<file path="config.mk">
export PLATFORM = sky130hd
export DESIGN_NAME = hy_riscv_regfile_port_sequencer
export DESIGN_NICKNAME = d
export VERILOG_FILES = /design/src/rtl/hy_riscv_regfile_port_sequencer_pkg.sv /design/src/rtl/hy_riscv_regfile_port_sequencer_wb_buffer.sv /design/src/rtl/hy_riscv_regfile_port_sequencer.sv
export SDC_FILE = /design/constraint.sdc
export NUM_CORES = 1
export LEC_CHECK = 0
export ABC_CLOCK_PERIOD_IN_PS = 3400
export BUFFER_PORTS_ARGS = -buffer_cell sky130_fd_sc_hd__buf_4
export CAP_MARGIN = 10
export CORE_ASPECT_RATIO = 2
export CORE_MARGIN = 5
export CORE_UTILIZATION = 56
export CTS_BUF_LIST = sky130_fd_sc_hd__clkbuf_8
export CTS_CLUSTER_DIAMETER = 120
export DETAILED_ROUTE_END_ITERATION = 8
export GPL_TIMING_DRIVEN = 0
export HOLD_SLACK_MARGIN = 0.03
export PLACE_DENSITY = 0.91
export SYNTH_ARGS = -nofsm -noshare
export SYNTH_HDL_FRONTEND = slang
export SYNTH_HIERARCHICAL = 1
export SYNTH_SLANG_ARGS = --single-unit
</file>
<file path="constraint.sdc">
create_clock -name clk -period 3.4 [get_ports clk]
set_clock_uncertainty 0.05 [all_clocks]
set_input_delay 0 -clock clk [delete_from_list [all_inputs] [get_ports clk]]
set_output_delay 0 -clock clk [all_outputs]
set_load 0.005 [all_outputs]
</file>
<file path="src/rtl/hy_riscv_regfile_port_sequencer_pkg.sv">
// hy_riscv_pkg
//   Shared definitions for the register-file port sequencer slice:
//   default data/index widths and the sequencer state type.
//   No ports; imported by hy_riscv_wb_buffer and hy_riscv_regfile_port_sequencer.
package hy_riscv_pkg;

  localparam int unsigned XLEN     = 32;
  localparam int unsigned REG_ID_W = 5;

  typedef enum logic [1:0] {
    IDLE = 2'd0,
    RD1  = 2'd1,
    RD2  = 2'd2,
    OUT  = 2'd3
  } seq_state_t;

endpackage

</file>
<file path="src/rtl/hy_riscv_regfile_port_sequencer_wb_buffer.sv">
// hy_riscv_wb_buffer
//   Single-entry holding register for a pending writeback.
//   Ports:
//     clk_i, reset_i   clock, synchronous active-high reset (empties the entry)
//     push_valid_i     writeback offered
//     push_ready_o     entry empty; an offered writeback is taken this cycle
//     push_rd_i        destination index of the offered writeback
//     push_data_i      destination value of the offered writeback
//     clear_i          drop the held entry at this edge (it has been issued)
//     valid_o          entry holds a writeback
//     rd_o, data_o     held destination index / value
module hy_riscv_wb_buffer
  import hy_riscv_pkg::*;
#(
  parameter int unsigned DATA_W = hy_riscv_pkg::XLEN,
  parameter int unsigned ID_W   = hy_riscv_pkg::REG_ID_W
) (
  input  logic              clk_i,
  input  logic              reset_i,
  input  logic              push_valid_i,
  output logic              push_ready_o,
  input  logic [ID_W-1:0]   push_rd_i,
  input  logic [DATA_W-1:0] push_data_i,
  input  logic              clear_i,
  output logic              valid_o,
  output logic [ID_W-1:0]   rd_o,
  output logic [DATA_W-1:0] data_o
);

  logic              valid_q, valid_d;
  logic [ID_W-1:0]   rd_q, rd_d;
  logic [DATA_W-1:0] data_q, data_d;

  assign push_ready_o = !valid_q;

  // Push is only possible while empty and clear only while full, so the two
  // never collide on the same edge.
  always_comb begin
    valid_d = valid_q;
    rd_d    = rd_q;
    data_d  = data_q;
    if (clear_i) begin
      valid_d = 1'b0;
    end
    if (push_valid_i && !valid_q) begin
      valid_d = 1'b1;
      rd_d    = push_rd_i;
      data_d  = push_data_i;
    end
  end

  always_ff @(posedge clk_i) begin
    if (reset_i) begin
      valid_q <= 1'b0;
      rd_q    <= '0;
      data_q  <= '0;
    end else begin
      valid_q <= valid_d;
      rd_q    <= rd_d;
      data_q  <= data_d;
    end
  end

  assign valid_o = valid_q;
  assign rd_o    = rd_q;
  assign data_o  = data_q;

endmodule

</file>
<file path="src/rtl/hy_riscv_regfile_port_sequencer.sv">
// hy_riscv_regfile_port_sequencer
//   Serialises the rs1 read, rs2 read and one buffered writeback of each
//   transaction onto the single register_id port of hy_riscv_register_set,
//   and hands both operands to execute over a valid/ready handshake.
//   x0 always reads as 0 and is never written.
//   Ports:
//     clk, reset                    clock, synchronous active-high reset
//     req_valid/req_ready           operand request from decode
//     req_rs1, req_rs2              source register indices
//     wb_valid/wb_ready             writeback from retire (1-entry buffer)
//     wb_rd, wb_data                writeback destination / value
//     op_valid/op_ready             operands to execute
//     op_rs1_val, op_rs2_val        operand values
//     rf_set_reg, rf_get_reg        register-set write / read strobes
//     rf_register_id, rf_value      register-set index / write data
//     rf_value_out                  register-set read data (combinational)
//   Build option: define HY_RF_WB_BYPASS_EN to forward a buffered writeback
//   into the RD1/RD2 operand capture when its index matches.
module hy_riscv_regfile_port_sequencer
  import hy_riscv_pkg::*;
#(
  parameter int unsigned XLEN     = 32,
  parameter int unsigned REG_ID_W = 5
) (
  input  logic                clk,
  input  logic                reset,
  input  logic                req_valid,
  output logic                req_ready,
  input  logic [REG_ID_W-1:0] req_rs1,
  input  logic [REG_ID_W-1:0] req_rs2,
  input  logic                wb_valid,
  output logic                wb_ready,
  input  logic [REG_ID_W-1:0] wb_rd,
  input  logic [XLEN-1:0]     wb_data,
  output logic                op_valid,
  input  logic                op_ready,
  output logic [XLEN-1:0]     op_rs1_val,
  output logic [XLEN-1:0]     op_rs2_val,
  output logic                rf_set_reg,
  output logic                rf_get_reg,
  output logic [REG_ID_W-1:0] rf_register_id,
  output logic [XLEN-1:0]     rf_value,
  input  logic [XLEN-1:0]     rf_value_out
);

  seq_state_t          state_q, state_d;
  logic [REG_ID_W-1:0] rs1_q, rs1_d;
  logic [REG_ID_W-1:0] rs2_q, rs2_d;
  logic [XLEN-1:0]     op1_q, op1_d;
  logic [XLEN-1:0]     op2_q, op2_d;

  logic                wb_buf_valid;
  logic [REG_ID_W-1:0] wb_buf_rd;
  logic [XLEN-1:0]     wb_buf_data;
  logic                wb_push_ready;
  logic                wb_clear;

  logic                req_fire;
  logic [XLEN-1:0]     rd1_val;
  logic [XLEN-1:0]     rd2_val;

  // A buffered writeback is retired in IDLE; it owns the port that cycle,
  // so requests are only taken in IDLE with the buffer empty.
  assign wb_clear = (state_q == IDLE) && wb_buf_valid;
  assign req_fire = (state_q == IDLE) && !wb_buf_valid && req_valid;

  hy_riscv_wb_buffer #(
    .DATA_W (XLEN),
    .ID_W   (REG_ID_W)
  ) u_wb_buffer (
    .clk_i        (clk),
    .reset_i      (reset),
    .push_valid_i (wb_valid),
    .push_ready_o (wb_push_ready),
    .push_rd_i    (wb_rd),
    .push_data_i  (wb_data),
    .clear_i      (wb_clear),
    .valid_o      (wb_buf_valid),
    .rd_o         (wb_buf_rd),
    .data_o       (wb_buf_data)
  );

  // Operand source selection; x0 reads as 0 regardless of the register set.
`ifdef HY_RF_WB_BYPASS_EN
  always_comb begin
    rd1_val = rf_value_out;
    if (wb_buf_valid && (wb_buf_rd == rs1_q)) begin
      rd1_val = wb_buf_data;
    end
    if (rs1_q == '0) begin
      rd1_val = '0;
    end
  end

  always_comb begin
    rd2_val = rf_value_out;
    if (wb_buf_valid && (wb_buf_rd == rs2_q)) begin
      rd2_val = wb_buf_data;
    end
    if (rs2_q == '0) begin
      rd2_val = '0;
    end
  end
`else
  assign rd1_val = (rs1_q == '0) ? '0 : rf_value_out;
  assign rd2_val = (rs2_q == '0) ? '0 : rf_value_out;
`endif

  // State register
  always_ff @(posedge clk) begin
    if (reset) begin
      state_q <= IDLE;
    end else begin
      state_q <= state_d;
    end
  end

  // Next-state logic
  always_comb begin
    state_d = state_q;
    case (state_q)
      IDLE:    if (req_fire) state_d = RD1;
      RD1:     state_d = RD2;
      RD2:     state_d = OUT;
      OUT:     if (op_ready) state_d = IDLE;
      default: state_d = IDLE;
    endcase
  end

  // Output logic; everything is forced low while reset is high.
  always_comb begin
    req_ready      = 1'b0;
    op_valid       = 1'b0;
    rf_set_reg     = 1'b0;
    rf_get_reg     = 1'b0;
    rf_register_id = '0;
    rf_value       = '0;
    if (!reset) begin
      case (state_q)
        IDLE: begin
          if (wb_buf_valid) begin
            // A write to x0 is dropped: no strobe, buffer still clears.
            if (wb_buf_rd != '0) begin
              rf_set_reg     = 1'b1;
              rf_register_id = wb_buf_rd;
              rf_value       = wb_buf_data;
            end
          end else begin
            req_ready = 1'b1;
          end
        end
        RD1: begin
          rf_get_reg     = 1'b1;
          rf_register_id = rs1_q;
        end
        RD2: begin
          rf_get_reg     = 1'b1;
          rf_register_id = rs2_q;
        end
        OUT: begin
          op_valid = 1'b1;
        end
        default: begin
          op_valid = 1'b0;
        end
      endcase
    end
  end

  assign wb_ready   = !reset && wb_push_ready;
  assign op_rs1_val = reset ? '0 : op1_q;
  assign op_rs2_val = reset ? '0 : op2_q;

  // Request index latch and operand capture
  always_comb begin
    rs1_d = rs1_q;
    rs2_d = rs2_q;
    op1_d = op1_q;
    op2_d = op2_q;
    case (state_q)
      IDLE: begin
        if (req_fire) begin
          rs1_d = req_rs1;
          rs2_d = req_rs2;
        end
      end
      RD1:     op1_d = rd1_val;
      RD2:     op2_d = rd2_val;
      default: op1_d = op1_q;
    endcase
  end

  always_ff @(posedge clk) begin
    if (reset) begin
      rs1_q <= '0;
      rs2_q <= '0;
      op1_q <= '0;
      op2_q <= '0;
    end else begin
      rs1_q <= rs1_d;
      rs2_q <= rs2_d;
      op1_q <= op1_d;
      op2_q <= op2_d;
    end
  end

endmodule

</file>
=== Word-level counts from Yosys, hierarchy flattened ===
Cells that the tools add are included.

* Bits of input ports: 84
* Word-level logic and storage cells: 56
* Bits in registers: 114
* ROM bits: 0
* Latch bits: 0
* Output and inout bits: 106
* RAM bits: 0
* Memories: 0

* Divide/modulo/power cells: 0
* Reduce and logical (&&, ||, !) cells: 15
* Eq/ne operators: 5
* Shift-type cells: 0
* Multiply operators: 0
* Order comparisons: 0
* Bitwise gates (word level): 0
* Add/sub/neg operators: 0
* Mux-type cells: 28

{| class="wikitable"
|+ Operator list
! kind !! count
|-
| 2-to-1 mux 32 bit || 8
|-
| 2-to-1 mux 5 bit || 3
|-
| one-hot mux 5 bit (3 select lines) || 1
|-
| 2-to-1 mux 1 bit || 13
|-
| zero test 5 bit || 2
|-
| one-hot mux 2 bit (4 select lines) || 1
|-
| logical AND 1 bit || 5
|-
| nonzero test 5 bit || 1
|-
| == test 2 bit (second input constant) || 2
|-
| 2-to-1 mux 2 bit || 2
|-
| != test 2 bit (second input constant) || 2
|-
| AND reduction 2 bit || 2
|-
| == test 2 x 1 -> 1 bit (second input constant) || 1
|-
| zero test 1 bit || 2
|-
| zero test 2 bit || 1
|-
| nonzero test 2 bit || 1
|-
| OR reduction 2 bit || 1
|}

=== Longest topological paths before layout ===
* Word-level depth: 5
* Gate-level depth with buffers: 7
* Mapped depth without buffers: 5

=== Hierarchy ===
The synthesis kept the hierarchy.

{| class="wikitable"
|+ By module, submodules not included
! module !! sequential area each (um2) !! cells each !! instances !! area an instance (um2)
|-
| hy_riscv_regfile_port_sequencer || 1521.5 || 469 || 1 || 3691.0
|-
| hy_riscv_wb_buffer || 760.7 || 173 || 1 || 1861.8
|}

=== Worst setup path after synthesis ===
No wires, ideal clock.

* Kind: register -> register
* Start point: reg state_q[0]
* End point: reg op2_q[21]
* Path buffers: 2
* Slack: 1.955 ns
* Arrival: 1.262 ns
* Clock period less this slack: 1.445 ns
* Cell stages (with the launch flop): 6
* Library setup time: 0.133 ns
* Data required time: 3.217 ns
* Cell sequence: dfxtp_1 inv_1 ha_1 clkbuf_1 clkbuf_1 o32ai_2

* Word-level cells in the longest chain between the ends: 1

{| class="wikitable"
|+ Ends and longest elaborated chain
! element !! RTL line !! source
|-
| start: declaration || hy_riscv_regfile_port_sequencer.sv:46 || <nowiki>seq_state_t state_q, state_d;</nowiki>
|-
| start signal: assignment || hy_riscv_regfile_port_sequencer.sv:114 || <nowiki>state_q <= state_d;</nowiki>
|-
| == test 2 bit || hy_riscv_regfile_port_sequencer.sv:180 || <nowiki>case (state_q)</nowiki>
|-
| end signal: assignment || hy_riscv_regfile_port_sequencer.sv:203 || <nowiki>op2_q <= op2_d;</nowiki>
|-
| end: declaration || hy_riscv_regfile_port_sequencer.sv:50 || <nowiki>logic [XLEN-1:0] op2_q, op2_d;</nowiki>
|}

Every way passes these cells.
A chain may end at the register's enable or synchronous reset.

=== Worst setup path after layout ===
* Start point: reg u_wb_buffer.valid_q (netlist: u_wb_buffer/valid_o)
* End point: reg u_wb_buffer.rd_q[2] (netlist: u_wb_buffer/rd_o[2])

* Word-level cells in the longest chain between the ends: 2

{| class="wikitable"
|+ Ends and longest elaborated chain
! element !! RTL line !! source
|-
| start: declaration || hy_riscv_regfile_port_sequencer_wb_buffer.sv:30 || <nowiki>logic valid_q, valid_d;</nowiki>
|-
| start signal: assignment || hy_riscv_regfile_port_sequencer_wb_buffer.sv:58 || <nowiki>valid_q <= valid_d;</nowiki>
|-
| zero test 1 bit || hy_riscv_regfile_port_sequencer_wb_buffer.sv:45 || <nowiki>if (push_valid_i && !valid_q) begin</nowiki>
|-
| logical AND 1 bit || hy_riscv_regfile_port_sequencer_wb_buffer.sv:45 ||
|-
| end signal: assignment || hy_riscv_regfile_port_sequencer_wb_buffer.sv:59 || <nowiki>rd_q <= rd_d;</nowiki>
|-
| end: declaration || hy_riscv_regfile_port_sequencer_wb_buffer.sv:31 || <nowiki>logic [ID_W-1:0] rd_q, rd_d;</nowiki>
|}

Every way passes these cells.

==> key figures <==
Clock tree
  – CTS tree: yes
  – Clock Pin Slew Worst Setup and Hold Paths: 70 ps
  – Root buffer selected by CTS: clkbuf_8
  – PostCTS Resize Cnt: 0
  – Bufs on Longest Clock Path: 2
  – Worst-Skew Late Latency: 430 ps
  – Num CTS Buffers: 17
  – Postcts setup bufs: 0
  – Hold_buf cts: 100
  – # clock sinks: 114
  – H-Tree Depth: 4

Timing
  – Period utilisation layout: 69.5%
  – Least-Margin Pin Slew: 566 ps
  – Fmax: 423 MHz
  – Max Slew Vio Count: 0
  – Number of setup violations in the final report: 0
  – Final Critical Period: 2360 ps
  – Unrepaired setup endpoints after global routing: no
  – Final TNS setup: 0 ps
  – Worst slew margin: 62.3%
  – Final Hold Vio Count: 0

GRT
  – Total GRT Usage: 36.7%
  – Largest net degree at the start of global routing: 17
  – Global route overflow: 0
  – Initial antenna violation count: 1
  – Vias in the first global route: 6997
  – First-pass GRT wire length: 34300 um

Cells and area
  – Final-stage net count: 1038
  – Commonest cells after routing, fill and taps aside: 190 x buf_4, 114 x dfxtp_1, 100 x dlygate4sd3_1, 78 x nor2_1, 69 x inv_1
  – Area delta synth->final: 53.7%
  – Number of fill cells in the layout: 471
  – Commonest non-fill, non-tap cell in the layout: buf_4
  – Share of cells above drive strength 1: 29.9%

Setup path
  – Worst path slowest cell: dlygate4sd3_1
  – Crit-path max cell delay: 580 ps
  – Crit Path Max Fanout: 10
  – WP data arrival: 2630 ps
  – Reg-to-reg slack, setup: 1040 ps
  – CP Capture Type: flop
  – Reg2reg start: u_wb_buffer/valid_o$_SDFFE_PP0P_
  – Required @ worst endpoint: 3670 ps
  – Path depth of the worst reg2reg path: 5
  – Critical path class: flop to flop
  – Worst-path cell chain: buf_2 -> nand4bb_1 -> dlygate4sd3_1 -> o21ai_1 -> dlygate4sd3_1
  – Worst setup SP type: flop
  – Reg2Reg Capture Point: u_wb_buffer/rd_o[2]$_SDFFE_PP0P_
  – Worst path most repeated cell: dlygate4sd3_1

Floorplanning
  – FP Rows: 51
  – I/O pin total: 190
  – Full die area: 12100 um^2
  – Core area: 9700 um^2
  – Die height: 151 um
  – Die width: 80.4 um
  – Starting Density: 57.2%

Synth
  – Yosys Warn Count: 6
  – Area of the mapped netlist: 5550 um^2
  – Count of different cell masters after synthesis: 30
  – Avg Cell Area, Syn: 8.65 um^2
  – Synthesis-stage register bit count: 114
  – Seq/Total Area, Yosys: 41.1%
  – Post-synth net total: 731
  – Cell count after synthesis: 642

Routing
  – Wire per inst: 20.0 um
  – Drt initial violations: 415
  – Final WL: 21900 um
  – DRT Pass-1 Iters: 5
  – DRC viols: 0
  – Detailed-route via count: 6311
  – DR vias/cell: 5.77
  – Detail Route Antenna Nets: 0

Worst hold path
  – Hold path start: req_valid
  – Hold Path End: state_q[1]$_SDFFE_PP0P_
  – Hold crit path type: input pin to flop
  – Cell depth of the worst hold path: 4

Flow run
  – Maxcap violations: 0

Placement
  – HPWL Detailed: 13400 um
  – PortBufs: 188
  – GPL Wtd Cong: 0.898

Pwr
  – Power per cell area: 512 nW/um^2
  – Max VDD drop: 310 uV
  – Tot Pwr: 4.37 mW
  – Leak Pwr: 3.46 nW

Run status
  – Status: completed
==> metal layers <==
metal | vias to the layer above | global-route usage (%) | share of wire, %
li1 | 2791 | - | -
met1 | 2975 | 33.4 | 32
met2 | 409 | 68.4 | 54
met3 | 136 | 11.1 | 7.5
met4 | 0 | 23.0 | 5.9
met5 | - | 0 | 0
==> metrics by stage <==
stage / worst slack [ps] / cells / hold WS (ps) / cell area [um^2] / utilization (%)
finish: 1040 / 1093 / 81.1 / 8530 / 88.0
global route: 898 / 1093 / 82.1 / 8530 / 88.0
floorplan: 1960 / 642 / 93.9 / 5550 / -
global placement: 1660 / 962 / 182 / 7130 / 73.5
CTS: 1140 / 1092 / 76.0 / 8530 / 88.0
detailed placement: 1580 / 962 / 198 / 7130 / 73.5
==> critical path: cells and delay by family, from the launching register on <==
| kind | cells | cell delay [ps] |
|---|---|---|
| compound gates | 1 | 80 |
| simple gates | 1 | 150 |
| flops | 1 | 540 |
| buf+inv | 3 | 1430 |
==> synthesized netlist by cell type <==
master     count  area, um^2
dfxtp_1      114        2280
nor2_1        78         293
inv_1         68         255
nand2_1       64         240
o32ai_1       62         543
nand2b_1      38         238
nand4bb_1     37         417
and2_1        33         206
clkbuf_1      30         113
o21ai_2       30         263
buf_2         18        90.1
buf_6         11         124
mux2i_1       10         100
nor3_1         7        35.0
o21ai_1        7        35.0
nor2b_1        6        37.5
a222oi_1       5        50.1
ha_1           5        62.6
buf_1          3        11.3
buf_4          2        15.0
nand3b_1       2        15.0
nor2_4         2        22.5
o32ai_2        2        32.5
or4_4          2        22.5
a211oi_1       1        7.51
a21oi_2        1        8.76
a221oi_1       1        8.76
mux2_2         1        11.3
nor2b_2        1        8.76
o21ai_0        1        5.00
==> flip-flops by register name, indices dropped and copies added (netlist names) <==
register / flops
op1_q: 32
op2_q: 32
u_wb_buffer/data_o: 32
rs1_q: 5
rs2_q: 5
u_wb_buffer/rd_o: 5
state_q: 2
u_wb_buffer/valid_o: 1
==> power breakdown <==
part           internal (mW)  leakage [nW]  switching, mW  total, mW
sequential              1.50         0.928         0.0823       1.58
combinational          0.638          2.34          0.839       1.48
clock                  0.748         0.197          0.565       1.31
==> cell families (layout without fill, tap and decap cells) <==
| group | after synthesis | after routing | synth area share, % |
|---|---|---|---|
| compound gates | 110 | 110 | 17.2 |
| mux | 11 | 11 | 2.01 |
| buf+inv | 132 | 450 | 11.0 |
| simple gates | 270 | 270 | 27.6 |
| fa+ha+maj | 5 | 5 | 1.13 |
| other cells | 0 | 1 | 0 |
| flops | 114 | 114 | 41.1 |
==> cell type report <==
cell class | instances | area [um^2] | area share (%)
diodes | 1 | 2.50 | 0.0293
plain buffers | 64 | 353 | 4.13
inverters | 68 | 255 | 2.99
clock inverters | 11 | 139 | 1.63
multi-input cells | 396 | 2660 | 31.2
well taps | 132 | 165 | 1.94
clock buffers | 19 | 262 | 3.06
repair buffers | 288 | 2410 | 28.3
flip-flops and latches | 114 | 2280 | 26.7
==> how the worst max path moves through the flow <==
stage                                          start                                 end  slack (ps)
floorplan                    state_q[0]$_SDFFE_PP0P_              op2_q[21]$_SDFFE_PP0N_        1960
global placement             state_q[0]$_SDFFE_PP0P_              op2_q[13]$_SDFFE_PP0N_        1660
detailed placement           state_q[0]$_SDFFE_PP0P_              op2_q[14]$_SDFFE_PP0N_        1580
CTS                 u_wb_buffer/valid_o$_SDFFE_PP0P_  u_wb_buffer/data_o[1]$_SDFFE_PP0P_        1140
global route                 state_q[1]$_SDFFE_PP0P_                        rf_value[19]         900
finish              u_wb_buffer/valid_o$_SDFFE_PP0P_    u_wb_buffer/rd_o[2]$_SDFFE_PP0P_        1040
No activity file was read; power rests on OpenSTA's default activity.
